`config.mk`:
```
export PLATFORM = sky130hd
export DESIGN_NAME = prefix_accumulator
export DESIGN_NICKNAME = d
export VERILOG_FILES = /design/src/rtl/prefix_accumulator.sv
export SDC_FILE = /design/constraint.sdc
export NUM_CORES = 1
export LEC_CHECK = 0
export BUFFER_PORTS_ARGS = -buffer_cell sky130_fd_sc_hd__buf_2
export CELL_PAD_IN_SITES_DETAIL_PLACEMENT = 1
export CELL_PAD_IN_SITES_GLOBAL_PLACEMENT = 1
export CORE_MARGIN = 3
export CORE_UTILIZATION = 47
export CTS_CLUSTER_SIZE = 20
export DETAILED_ROUTE_END_ITERATION = 8
export PLACE_DENSITY = 0.86
export SLEW_MARGIN = 20
export SYNTH_ARGS = -nofsm -noshare
export SYNTH_HDL_FRONTEND = slang
export SYNTH_HIERARCHICAL = 1
export SYNTH_SLANG_ARGS = --single-unit
```
`constraint.sdc`:
```
create_clock -name clk -period 5.08 [get_ports clk]
set_clock_uncertainty 0.05 [all_clocks]
set_input_delay 0.508 -clock clk [delete_from_list [all_inputs] [get_ports clk]]
set_output_delay 0.508 -clock clk [all_outputs]
set_load 0.005 [all_outputs]
```
`src/rtl/prefix_accumulator.sv`:
```
// Streaming packet accumulator built around a 32-bit Kogge-Stone prefix adder.
// Adder carry-outs extend the running sum through a small carry counter.

module prefix_adder (
    input  logic [31:0] a,
    input  logic [31:0] b,
    input  logic        cin,
    output logic [31:0] s,
    output logic        cout
);

    logic [31:0] g0;
    logic [31:0] p0;
    logic [31:0] g_all;
    logic [31:0] p_all;
    logic [32:0] carry;

    assign g0 = a & b;
    assign p0 = a ^ b;

    // Each level doubles the span of every group generate/propagate.
    for (genvar l = 0; l < 5; l++) begin : gen_lvl
        localparam int D = 1 << l;
        localparam logic [31:0] LOW = (32'd1 << D) - 32'd1;

        logic [31:0] g_in;
        logic [31:0] p_in;
        logic [31:0] g_out;
        logic [31:0] p_out;

        if (l == 0) begin : gen_first
            assign g_in = g0;
            assign p_in = p0;
        end else begin : gen_chain
            assign g_in = gen_lvl[l-1].g_out;
            assign p_in = gen_lvl[l-1].p_out;
        end

        assign g_out = g_in | (p_in & (g_in << D));
        assign p_out = p_in & ((p_in << D) | LOW);
    end

    assign g_all = gen_lvl[4].g_out;
    assign p_all = gen_lvl[4].p_out;

    assign carry = {g_all | (p_all & {32{cin}}), cin};
    assign s     = p0 ^ carry[31:0];
    assign cout  = carry[32];

endmodule

module prefix_accumulator #(
    parameter int CARRY_BITS = 8,
    parameter int COUNT_BITS = 16
) (
    input  logic                       clk,
    input  logic                       reset,
    input  logic                       in_valid,
    output logic                       in_ready,
    input  logic [31:0]                in_data,
    input  logic                       in_last,
    output logic                       out_valid,
    input  logic                       out_ready,
    output logic [32+CARRY_BITS-1:0]   out_sum,
    output logic [COUNT_BITS-1:0]      out_count,
    output logic                       out_ovf
);

    typedef enum logic [1:0] {
        IDLE  = 2'd0,
        ACCUM = 2'd1,
        DONE  = 2'd2
    } state_t;

    state_t state;
    state_t state_nxt;

    logic [31:0]            acc_lo;
    logic [CARRY_BITS-1:0]  acc_hi;
    logic [COUNT_BITS-1:0]  count;
    logic                   ovf;

    logic [31:0]            add_sum;
    logic                   add_cout;
    logic [CARRY_BITS-1:0]  hi_nxt;
    logic [COUNT_BITS-1:0]  cnt_nxt;
    logic                   ovf_nxt;
    logic                   accept;
    logic                   done_hs;

    prefix_adder u_adder (
        .a    (acc_lo),
        .b    (in_data),
        .cin  (1'b0),
        .s    (add_sum),
        .cout (add_cout)
    );

    assign hi_nxt  = acc_hi + CARRY_BITS'(add_cout);
    assign ovf_nxt = ovf | (add_cout & (&acc_hi));
    assign cnt_nxt = (&count) ? count : count + COUNT_BITS'(1);

    // Handshake flags are decoded from state only; inputs just qualify them.
    always_comb begin
        state_nxt = state;
        in_ready  = 1'b0;
        out_valid = 1'b0;
        accept    = 1'b0;
        done_hs   = 1'b0;
        unique case (state)
            IDLE, ACCUM: begin
                in_ready = 1'b1;
                accept   = in_valid;
                if (in_valid) begin
                    state_nxt = in_last ? DONE : ACCUM;
                end
            end
            DONE: begin
                out_valid = 1'b1;
                done_hs   = out_ready;
                if (out_ready) begin
                    state_nxt = IDLE;
                end
            end
            default: begin
                state_nxt = IDLE;
            end
        endcase
    end

    always_ff @(posedge clk or posedge reset) begin
        if (reset) begin
            state <= IDLE;
        end else begin
            state <= state_nxt;
        end
    end

    always_ff @(posedge clk or posedge reset) begin
        if (reset) begin
            acc_lo    <= '0;
            acc_hi    <= '0;
            count     <= '0;
            ovf       <= 1'b0;
            out_sum   <= '0;
            out_count <= '0;
            out_ovf   <= 1'b0;
        end else if (accept) begin
            acc_lo <= add_sum;
            acc_hi <= hi_nxt;
            count  <= cnt_nxt;
            ovf    <= ovf_nxt;
            if (in_last) begin
                out_sum   <= {hi_nxt, add_sum};
                out_count <= cnt_nxt;
                out_ovf   <= ovf_nxt;
            end
        end else if (done_hs) begin
            acc_lo <= '0;
            acc_hi <= '0;
            count  <= '0;
            ovf    <= 1'b0;
        end
    end

endmodule
```
==> Yosys cells after proc, flatten, opt, wreduce, memory -nomap -nowiden <==
Index checks and enable logic that the tools add are counted.
{ "op_classes": {"n_addsub": 2, "n_mul": 0, "n_div": 0, "magnitude_cmp": 0, "n_eq_ne": 4, "shift": 0, "mux": 17, "bitwise": 19, "n_reduce_logical": 7} }
{ "ops": {"columns": ["op", "count"], "rows": [
  ["32-bit bitwise AND", 10],
  ["32-bit OR", 5],
  ["32-bit 2-to-1 mux", 2],
  ["32-bit XOR", 2],
  ["16-bit 2-to-1 mux", 3],
  ["16-bit by 1-bit adder with 16-bit output, second input constant", 1],
  ["8-bit 2-to-1 mux", 2],
  ["16-bit AND reduction", 1],
  ["8-bit by 1-bit adder with 8-bit output", 1],
  ["8-bit AND reduction", 1],
  ["1-bit 2-to-1 mux", 6],
  ["2-bit 2-to-1 mux", 3],
  ["2-bit != test, second input constant", 2],
  ["2-bit case mux with 2 select lines", 1],
  ["2-bit AND reduction", 2],
  ["2-bit by 1-bit == test with 1-bit output, second input constant", 1],
  ["2-bit == test, second input constant", 1],
  ["2-bit logical NOT", 1],
  ["2-bit nonzero test", 1],
  ["2-bit OR reduction", 1],
  ["1-bit bitwise AND", 1],
  ["1-bit OR", 1]
]} }
{ "word_totals": {"regBits": 116, "latch_bits": 0, "ram_bits": 0, "mem_bits_ro": 0, "input_bits": 37, "out_inout_bits": 59, "wordCells": 57, "memories": 0} }

==> Depth between registers and ports, before layout <==
Gate-level depths: netlist of run 1.
{ "depth": {"ltp_word": 14, "depth_mapped": 15, "depth_no_buf": 15} }

==> By module <==
Netlist of run 1, hierarchy kept.
{ "modules_own_cells": {"columns": ["module", "instances", "cells_per_inst", "area_each_um2", "seq_area_each_um2"], "rows": [
  ["prefix_accumulator", 1, 489, 4988.5, 2902.8],
  ["prefix_adder", 1, 188, 1400.1, 0.0]
]} }

==> Least setup slack after synthesis of run 1 <==
Ideal clock, no wire load.
{ "synth_timing": {"path_kind": "input -> register", "start": "input port in_data[7]", "end": "register acc_hi[7]", "setup_time_ps": 121, "t_arrival_ps": 3116, "setup_slack_ps": 1793, "path_stages": 15, "path_cell_list": "ha_1 and4_1 nand3_2 o221ai_2 o2111ai_4 o2111ai_2 nand2_1 o221ai_2 o21ai_1 nand2b_1 ha_1 nand2_1 nor3_1 o21ai_0 a22o_1"} }
{ "synth_via": {"elab_chain_len": 11, "elab_cells_between_ends": 16, "classes_between": "1 x add/sub; 1 x mux; 14 x bitwise"} }
{ "synth_rtl": {"columns": ["element", "line_no", "rtl"], "rows": [
  ["from (decl)", "60", "input logic [31:0] in_data,"],
  ["32-bit XOR", "19", "assign p0 = a ^ b;"],
  ["32-bit bitwise AND (on tied branches)", "39, 40", null],
  ["32-bit OR, or another cell as far along", "39", "assign g_out = g_in | (p_in & (g_in << D));"],
  ["32-bit OR or 32-bit bitwise AND (tied branches)", "39", null],
  ["32-bit OR *", "39", null],
  ["32-bit bitwise AND *", "39", null],
  ["32-bit OR *", "39", null],
  ["32-bit bitwise AND *", "39", null],
  ["32-bit OR *", "39", null],
  ["via add_cout", "84", "logic add_cout;"],
  ["8-bit by 1-bit adder with 8-bit output *", "99", "assign hi_nxt = acc_hi + CARRY_BITS'(add_cout);"],
  ["8-bit 2-to-1 mux *", "148", "end else if (accept) begin"],
  ["to (signal assigned)", "150", "acc_hi <= hi_nxt;"],
  ["to (decl)", "79", "logic [CARRY_BITS-1:0] acc_hi;"]
]} }
Mark *: on every way through the listed nets, which the timed path passes. The rest lies on a longest branch.
A chain may end at the register's enable or synchronous reset.

==> Worst setup path after layout of run 1 <==
{ "layout_timing": {"start": "register acc_lo[7]", "end": "register acc_hi[6]"} }
{ "layout_via": {"elab_chain_len": 11, "elab_cells_between_ends": 16, "classes_between": "1 x add/sub; 1 x mux; 14 x bitwise"} }
{ "layout_rtl": {"columns": ["element", "line_no", "rtl"], "rows": [
  ["from (decl)", "78", "logic [31:0] acc_lo;"],
  ["from (signal assigned)", "149", "acc_lo <= add_sum;"],
  ["32-bit XOR", "19", null],
  ["32-bit bitwise AND (on tied branches)", "39, 40", null],
  ["32-bit OR, or another cell as far along", "39", null],
  ["32-bit OR or 32-bit bitwise AND (tied branches)", "39", null],
  ["32-bit OR *", "39", null],
  ["32-bit bitwise AND *", "39", null],
  ["32-bit OR *", "39", null],
  ["32-bit bitwise AND *", "39", null],
  ["32-bit OR *", "39", null],
  ["via add_cout", "84", null],
  ["8-bit by 1-bit adder with 8-bit output *", "99", null],
  ["8-bit 2-to-1 mux *", "148", null]
]} }
Marked as above.

==> results.md, run 1 <==
- XOR/XNOR Fraction of Synth Area: 4.39%
- RSZ-0062 raised after global routing: false
- Slew headroom: 29.9%
- Critical Path Most Common Cell: ha_1
- Die footprint: between 15,000 and 20,000 um^2
- Ranking of synthesized cells by area: dfrtp_1, nand2_1, ha_1
- Most frequent cells after synthesis: nand2_1, dfrtp_1, nor2_1
- Critical path class: reg -> reg
- CP cell instances: ha_1 > and4_1 > nand3_2 > a211oi_2 > o2111ai_4 > o2111ai_2 > nand2_1 > o221ai_2 > o21ai_1 > nand2b_1 > ha_1 > ha_1 > nand3_1 > a21oi_1 > o22ai_1
- Critical-path top delay cell: dfrtp_1
- Core area: 12,900 um^2
- Vias per cell: 5.89
- Combinational family with the most area after synthesis: compound AO/OA/AOI/OAI gates
- Simple-Gate Fraction of Synth Area: 19.7%
- Synth Cell Area: around 6400 um^2
- Worst-Margin Slew: 1050 ps
- Startpoint types: flip-flop
- P_leak: 0.00365 uW
- Post-synth ARST share: 100%
- EDFF count, synth: 0
- Worst EP arrival: a little under 4000 ps
- CTS clk-pin slew, worst paths: 50 ps
- Final core utilization: 58.3%
- GRT Overall Usage: around a quarter
- H-Tree Depth: 4
- Port bufs: 95
- Initial antenna violation count: 0
- Tmin final: between 3000 and 4000 ps
- Detail Route Antenna Nets: 0
- Post-CTS Resized: 0
- Worst VDD drop: 0.282 mV
- Synth-to-Final Area Change: 18.0%
- Hold crit path type: in -> async
- Crit. End Element: flip-flop
- Drt pass-1 iters: 4
- Max stage delay on crit path: 400 ps
- Post-DP HPWL: about 12 mm
- Post-synth cell types: 65
- Layout cells sized above 1: approximately 20%
- GP Congestion: 0.883
- Post-cts hold buffer count: 0
- #FFs+latches synth: between 100 and 150
- Post-synth top area cell: dfrtp_1
- Largest net degree at the start of global routing: 85
- DRC: 0
- Clock Path Buffers: 2
- TNS Setup: 0 ps
- Vias post-DR: between 5,000 and 6,000
- Most used DFF post-synth: dfrtp_1
- Iter 0 DRT Violations: 354
- Vias in the first global route: 6,091
- Post-Synth Adder-Cell Area: 7.17%
- # IOs: 96
- Final Routed Wirelength: roughly 18 mm
- Chip height: 123 um
- Ant diodes: 0
- Clk_lat worst skew: between 400 and 500 ps
- Most common cell in the netlist: nand2_1
- Fmax: 272 MHz
- Post-CTS Setup Bufs: 0
- Filler Cell Count: 1,526
- Mux share of post-synthesis cell area: less than 1%
- CTS tree: yes
- # rows: 41
- Max_cap viols: 0
- Final Setup Violations: 0
- Crit path max fanout: 6
- Wirelength per Cell: 19.3 um
- Clock root buffer: clkbuf_16
- Seq/Total Area, Yosys: 45.4%
- WHS: 172 ps
- CP required: 5330 ps
- Final slew viol count: 0
- Synth Area in Compound Gates: 20.0%
- Synth Instances: 677
- Status: complete, no violations
- Post-Syn Area per Cell: around 9.4 um^2
- Final-stage net count: 838
- Final Hold Vio Count: 0
- Ys Warns: 6
- Initial Util: 49.4%
- Number of clock sinks: 116
- Global-route wire length before repair: 31.0 mm
- Power Dens Cells: 572 nW/um^2
- Final Cycle Share: 72.5%
- TritonCTS Buffers: 17
- Die extent in x: roughly 120 um
- Top cell type's share of synthesized area: 45.4%
- Remaining Overflow, GRT: 0
-- through the flow --
step / total power (uW) / setup slack, ps / instance area, um^2 / cells
2_1_floorplan: 2650 / 1450 / 6390 / 678
3_3_place_gp: 3080 / 1420 / 7010 / 918
3_5_place_dp: 3200 / 1280 / 7010 / 918
4_1_cts: 4320 / 1420 / 7540 / 948
5_1_grt: 4630 / 1060 / 7540 / 948
6_report: 4310 / 1400 / 7540 / 948
-- layout by cell type (no fill, tap or decap), drive strengths merged, types with 3 or more instances in the layout --
cell type	instances
o211ai	4
nand4	7
xor2	7
a22o	37
nor2b	6
or4	4
clkbuf	25
or3	6
nor2	45
a21o	10
dfrtp	116
o31ai	7
nor3	16
and4	4
ha	35
buf	100
clkinv	5
xnor2	25
a31oi	10
o21a	6
nand2b	4
inv	13
o21ai	46
nor4	5
nand3	16
nand2	146
a21oi	31
a211oi	3
o311ai	6
and3	5
-- cell families after synthesis --
logic type      after synthesis
mux                           2
other cells                   1
buf+inv                      45
fa+ha+maj                    36
simple gates                268
xor+xnor                     32
flops                       116
compound gates              177
-- flip-flops by register name (all words and copies together), names as in the netlist --
register / count
acc_hi: 8
count: 16
out_sum: 40
out_ovf: 1
out_count: 16
acc_lo: 32
state: 2
ovf: 1
-- cell type report --
cell class	instances	area (um^2)	share of cell area [%]
clock buffer	25	505	6.70
timing repair buffer	100	513	6.80
tap	172	215	2.85
multi-input combinational	517	3320	44.1
clock inverter	5	25.0	0.332
sequential	116	2900	38.5
inverter	13	53.8	0.714
-- critical path: cells and delay by family (launching register included) --
| kind | cells | cell delay [ps] |
|---|---|---|
| AND/OR/NAND/NOR | 5 | 780 |
| AO/OA/AOI/OAI | 7 | 1440 |
| flip-flops | 1 | 400 |
| adder cells (fa/ha/maj) | 3 | 890 |
-- metal layers --
layer / part of all wire (%) / GRT usage, % / wire, um / vias up
met3: 4.3 / 6.31 / 779 / 44
met2: 51 / 45.4 / 9350 / 158
met5: 0 / 0 / 0 / -
met4: 2.9 / 11.2 / 531 / 0
met1: 42 / 32.1 / 7660 / 2795
li1: - / - / - / 2588
-- power breakdown --
| group | internal, uW | total, uW | switching [uW] |
|---|---|---|---|
| Clock | 676 | 1090 | 409 |
| Sequential | 1230 | 1450 | 219 |
| Combinational | 767 | 1770 | 1010 |
-- path summary, 6_finish.rpt --
path / startpoint / end / slack (ps) / cells past startpoint
max in group asynchronous: reset / out_count[0] / 3840 / 3
hold / removal: reset / out_sum[9] / 170 / 2
setup / recovery: acc_lo[7] / acc_hi[6] / 1400 / 15
setup reg to reg: acc_lo[7] / acc_hi[6] / 1400 / 15
hold reg to reg: out_sum[33] / out_sum[33] / 420 / 2
min in group clk: in_valid / state[0] / 260 / 2
Note: power is estimated with default switching activity, not from simulation.
==> inputs of run 2 (changes only) <==
--- a/config.mk
+++ b/config.mk
@@ -9,10 +9,10 @@
 export CELL_PAD_IN_SITES_DETAIL_PLACEMENT = 1
 export CELL_PAD_IN_SITES_GLOBAL_PLACEMENT = 1
 export CORE_MARGIN = 3
-export CORE_UTILIZATION = 47
+export CORE_UTILIZATION = 40
 export CTS_CLUSTER_SIZE = 20
 export DETAILED_ROUTE_END_ITERATION = 8
-export PLACE_DENSITY = 0.86
+export PLACE_DENSITY = 0.78
 export SLEW_MARGIN = 20
 export SYNTH_ARGS = -nofsm -noshare
 export SYNTH_HDL_FRONTEND = slang
==> constraint.sdc (replaced) <==
create_clock -name clk -period 3 [get_ports clk]
set_clock_uncertainty 0.05 [all_clocks]
set_input_delay 0.3 -clock clk [delete_from_list [all_inputs] [get_ports clk]]
set_output_delay 0.3 -clock clk [all_outputs]
set_load 0.005 [all_outputs]
==> run 2 against run 1 <==
Net effect:
- the run now ends with setup timing left
- sequential cell count unchanged
- first-iteration DRC count down 20%
- critical path depth up 1
- fmax up 10%
- die area up 17%
- wire length up 6.6%
- critical endpoint unchanged
==> results.md, run 2 (synthesized netlist as in run 1, its figures left out) <==
- Final core utilization: 53.8%
- GP Congestion: approximately 0.86
- Port bufs: 95
- Startpoint types: flip-flop
- Filler Cell Count: 1,808
- Global-route wire length before repair: 32.1 mm
- Final Routed Wirelength: 19.5 mm
- GRT Overall Usage: 22.4%
- Max reg flops: 40
- Final Setup Violations: 15
- Wirelength per Cell: 18.8 um
- Vias post-DR: 5,772
- Worst VDD drop: 0.480 mV
- Die footprint: ~18,000 um^2
- Chip height: between 100 and 150 um
- Slew headroom: 49.5%
- Status: complete, but fails checks
- Met1 global-route usage: between 20% and 30%
- # rows: between 40 and 50
- Largest net degree at the start of global routing: 117
- Final Cycle Share: 111%
- Worst EP arrival: 3580 ps
- Clk_lat worst skew: 420 ps
- Drt pass-1 iters: 4
- Most frequent cells in the layout: nand2_1, dfrtp_1, buf_2
- Initial Util: 41.4%
- Initial antenna violation count: 4
- Clock root buffer: clkbuf_16
- Failing checks: setup timing
- Die extent in x: 132 um
- Hold crit path type: in -> async
- Number of clock sinks: 116
- Tmin final: 3340 ps
- GR Util met2: around 39%
- Crit. End Element: flip-flop
- Crit path max fanout: 4
- Tot Pwr: 8080 uW
- Largest Register: out_sum
- RSZ-0062 raised after global routing: true
- Vias per cell: 5.56
- Critical path class: reg -> reg
- Post-DP HPWL: 12.9 mm
- P_leak: 0.00396 uW
- Remaining Overflow, GRT: 0
- Worst-Margin Slew: 757 ps
- Core area: 15,400 um^2
- Fmax: 299 MHz
- Final Hold Vio Count: 0
- Max_cap viols: 0
- Power Dens Cells: 973 nW/um^2
- Vias in the first global route: roughly 6,500
- DRC: 0
- GR peak layer: met2
- Iter 0 DRT Violations: 283
- Final-stage net count: 888
- Layout cells sized above 1: 27.9%
- Worst setup margin: -342 ps
- GR Layer Usage met3: 4.62%
- # IOs: 96
- H-Tree Depth: 4
- CP required: between 3000 and 4000 ps
- Detail Route Antenna Nets: 0
- TritonCTS Buffers: 17
- CTS tree: yes
- Top Registers: out_sum x40, acc_lo x32
- Commonest non-fill, non-tap cell in the layout: nand2_1
- Final slew viol count: 0
- Synth-to-Final Area Change: 30.0%
- Clock Path Buffers: 2
- CTS clk-pin slew, worst paths: 50 ps
## run 2: area by class of cell
cell class | instances | area (um^2) | area share [%]
multi-input cells | 517 | 3570 | 43.0
flip-flops and latches | 116 | 2900 | 35.0
repair buffers | 150 | 921 | 11.1
clock buffers | 25 | 515 | 6.21
well taps | 211 | 264 | 3.18
clock inverters | 4 | 70.1 | 0.844
inverters | 13 | 52.6 | 0.633
diodes | 3 | 7.51 | 0.0904
## run 2: final timing paths
kind                        startpoint             to  slack, ps  cells past startpoint
max                         acc_lo[11]      acc_hi[6]       -340                     16
min                              reset    out_sum[35]         20                      3
max reg2reg                 acc_lo[11]      acc_hi[6]       -340                     16
min reg2reg                out_sum[32]    out_sum[32]        420                      2
max in group asynchronous        reset  out_count[15]       2390                      3
min in group clk               in_last       state[0]         60                      2
## run 2: through the flow
stage / area [um^2] / setup WS [ps] / hold WS, ps / setup TNS (ps) / cells
6_report: 8300 / -342 / 25.0 / -3150 / 1039
5_1_grt: 8300 / -502 / 72.1 / -5850 / 1039
4_1_cts: 8180 / -326 / 40.1 / -3240 / 1032
3_5_place_dp: 7450 / -315 / 411 / -2910 / 999
3_3_place_gp: 7450 / -170 / 404 / -1080 / 999
2_1_floorplan: 6450 / 2.22 / 336 / 0 / 678
## run 2: worst max-delay path: stages (launching register included)
cell       delay [ps]
dfrtp_1           420
ha_4              300
and4_4            230
nand3_4           110
a211oi_4          340
o2111ai_4         160
o2111ai_2         230
nand2_2           110
o221ai_4          180
o21ai_2            70
nand2b_1          140
ha_4              170
buf_6             110
ha_4              160
nand3_4           110
a21oi_2           190
o22ai_1           120
## run 2: power breakdown
group / switching, uW / internal (uW) / total, uW
clock: 692 / 1340 / 2030
sequential: 371 / 2090 / 2460
combinational: 1910 / 1690 / 3590
total: 2970 / 5110 / 8080
## run 2: per-layer routing
layer,vias to the layer above,part of all wire (%)
met5,-,0.067
met4,2,2.0
met2,121,52
met1,2925,43
li1,2696,-
met3,28,3.5
## run 2: timing repair
item,4_1_cts,5_1_grt
hold buffers,0,0
cloned,0,0
resized for setup,25,14
setup endpoints to repair,14,19
setup buffers,5,4
pin swaps,19,13
==> inputs of run 3 (changes only) <==
--- a/config.mk
+++ b/config.mk
@@ -9,10 +9,11 @@
 export CELL_PAD_IN_SITES_DETAIL_PLACEMENT = 1
 export CELL_PAD_IN_SITES_GLOBAL_PLACEMENT = 1
 export CORE_MARGIN = 3
-export CORE_UTILIZATION = 40
+export CORE_UTILIZATION = 44
 export CTS_CLUSTER_SIZE = 20
 export DETAILED_ROUTE_END_ITERATION = 8
-export PLACE_DENSITY = 0.78
+export PLACE_DENSITY = 0.81
+export SETUP_SLACK_MARGIN = 0.5
 export SLEW_MARGIN = 20
 export SYNTH_ARGS = -nofsm -noshare
 export SYNTH_HDL_FRONTEND = slang
==> constraint.sdc (replaced) <==
create_clock -name clk -period 3.6 [get_ports clk]
set_clock_uncertainty 0.05 [all_clocks]
set_input_delay 0.36 -clock clk [delete_from_list [all_inputs] [get_ports clk]]
set_output_delay 0.36 -clock clk [all_outputs]
set_load 0.005 [all_outputs]
==> run 3 against run 2 <==
Net effect:
- the flow now finishes without violations
- power is 19% lower
- global-route usage is 2.8 points higher
- combinational power is 19% lower
- fmax is 1.8% higher
- via count is 0.74% lower
- count of clock-buffer cells in the layout is 1 lower
- clock power is 21% lower
- sequential cell count stayed put
- sequential share of layout area is 1.1 points higher
==> results.md, run 3 (synthesized netlist as in run 1, its figures left out) <==
- Status: complete, no violations
- Vias in the first global route: 6,298
- Clk_lat worst skew: around 420 ps
- Max reg flops: 40
- Initial antenna violation count: 2
- Top Registers: out_sum x40, acc_lo x32
- Worst-Margin Slew: 930 ps
- # rows: 43
- Logic pwr share: a little over two fifths
- Reg area: 2900 um^2
- Synth-to-Final Area Change: 26.2%
- Crit. End Element: flip-flop
- Number of clock sinks: 116
- P_sw: around 2500 uW
- P_leak: 0.00384 uW
- Reg2Reg Capture Point: out_sum[36]
- R2R depth: 17
- Largest Register: out_sum
- Core area: 14,000 um^2
- CP cell instances: ha_4 > buf_4 > buf_4 > a21o_1 > a21oi_2 > o221ai_4 > o2111ai_4 > o2111ai_2 > nand2_2 > o221ai_2 > o21ai_1 > nand2b_1 > ha_4 > ha_4 > nand3_1 > xor2_1 > o21ai_1
- Port bufs: 95
- WHS: 90.0 ps
- Startpoint types: flip-flop
- Die footprint: roughly 16,000 um^2
- Seq pwr share: 31.6%
- Max layer used: met5
- Final Hold Vio Count: 0
- Global-route wire length before repair: 32.4 mm
- Critical Path Most Common Cell: ha_4
- RSZ-0062 raised after global routing: true
- Critical path class: reg -> reg
- Clock Power Share: 24.4%
- Initial Util: a little under half
- Fmax: 305 MHz
- Vias post-DR: 5,729
- Tmin final: 3280 ps
- Worst R2R Start: acc_lo[7]
- Clock Path Buffers: 2
- Largest net degree at the start of global routing: 45
- Max_cap viols: 0
- TritonCTS Buffers: 17
- Met1 wire length: 8.32 mm
- Final slew viol count: 0
- Worst EP arrival: 3500 ps
- Hold crit path type: in -> async
- Final Setup Violations: 0
- CTS clk-pin slew, worst paths: 50 ps
- Post-DP HPWL: between 10 and 15 mm
- Wirelength per Cell: 20.4 um
- R2R Setup Slk: 320 ps
- Placed Cells incl. Taps: 931
- GP Congestion: 0.857
- Footprint of the multi-input gates: 3570 um^2
- Most frequent cells in the layout: nand2_1, dfrtp_1, buf_2
- Clock root buffer: clkbuf_16
- Detail Route Antenna Nets: 0
- Final Cycle Share: 91.2%
- Max stage delay on crit path: roughly 400 ps
- Crit path max fanout: 5
- Tot Pwr: 6560 uW
- Power Dens Cells: about 800 nW/um^2
- Vias per cell: 5.82
- Filler Cell Count: 1,617
- Die extent in x: 126 um
- Final-stage net count: 867
- Drt pass-1 iters: 4
- Crit path max-delay family: compound AO/OA/AOI/OAI gates
- Commonest non-fill, non-tap cell in the layout: nand2_1
- DRC: 0
- CTS tree: yes
- Int Pwr: 4090 uW
- Iter 0 DRT Violations: 236
- Buf/Inv on CP: 2
- TNS Setup: 0 ps
- GRT Overall Usage: 25.3%
- Final Routed Wirelength: 20.1 mm
- Layout cells sized above 1: 26.4%
- CP required: approximately 3800 ps
- H-Tree Depth: 4
- # IOs: 96
- Switch share: 37.7%
- DR WL met2: 10.4 mm
- Slew headroom: 37.9%
- Final cell count without fillers: 985
- Remaining Overflow, GRT: 0
- Chip height: 126 um
- Met3 WL post-DR: 801 um
- Critical-path top delay cell: dfrtp_1
- Worst VDD drop: between 0.3 and 0.4 mV
-- run 3: how the worst max path moves through the flow --
stage                     startpoint          end  slack (ps)  depth (start not counted)
after CTS                  acc_lo[6]    acc_hi[4]         360                         15
after detailed placement  in_data[7]    acc_hi[6]          40                         16
after global placement    in_data[7]    acc_hi[7]         230                         16
final                      acc_lo[7]  out_sum[36]         320                         17
after global routing       acc_lo[9]    acc_hi[7]         110                         15
after floorplan            acc_lo[7]    acc_hi[7]         520                         15
-- run 3: cell type report --
class	count	share of cell area [%]
timing repair buffer	129	9.31
sequential	116	36.0
tap	180	2.79
clock inverter	5	0.621
antenna	1	0.0310
multi-input combinational	517	44.3
inverter	13	0.652
clock buffer	24	6.22
-- run 3: layer usage --
| metal | global-route usage (%) | vias to the layer above |
|---|---|---|
| li1 | - | 2659 |
| met2 | 45.1 | 147 |
| met3 | 5.22 | 45 |
| met5 | 0 | - |
| met4 | 10.0 | 2 |
| met1 | 29.7 | 2876 |
-- run 3: power by group through the flow --
stage | sequential, uW | clock (uW) | combinational, uW
floorplan | 2000 | 0 | 1740
global placement | 2020 | 0 | 2340
detailed placement | 2050 | 0 | 2470
CTS | 2060 | 1610 | 2700
global route | 2130 | 1680 | 3200
finish | 2070 | 1600 | 2890
-- run 3: through the flow --
stage / worst slack (ps) / area [um^2] / util (%)
finish: 318 / 8060 / 57.4
global route: 115 / 8060 / 57.4
CTS: 359 / 7920 / 56.4
detailed placement: 37.5 / 7070 / 50.4
global placement: 233 / 7070 / 50.4
floorplan: 519 / 6400 / -
-- run 3: what timing repair did --
action                     CTS  global route
hold buffers                 0             0
pin swaps                   17            13
buffers inserted            16             8
resized for setup           30            17
setup endpoints to repair   14            24
cloned                       0             0
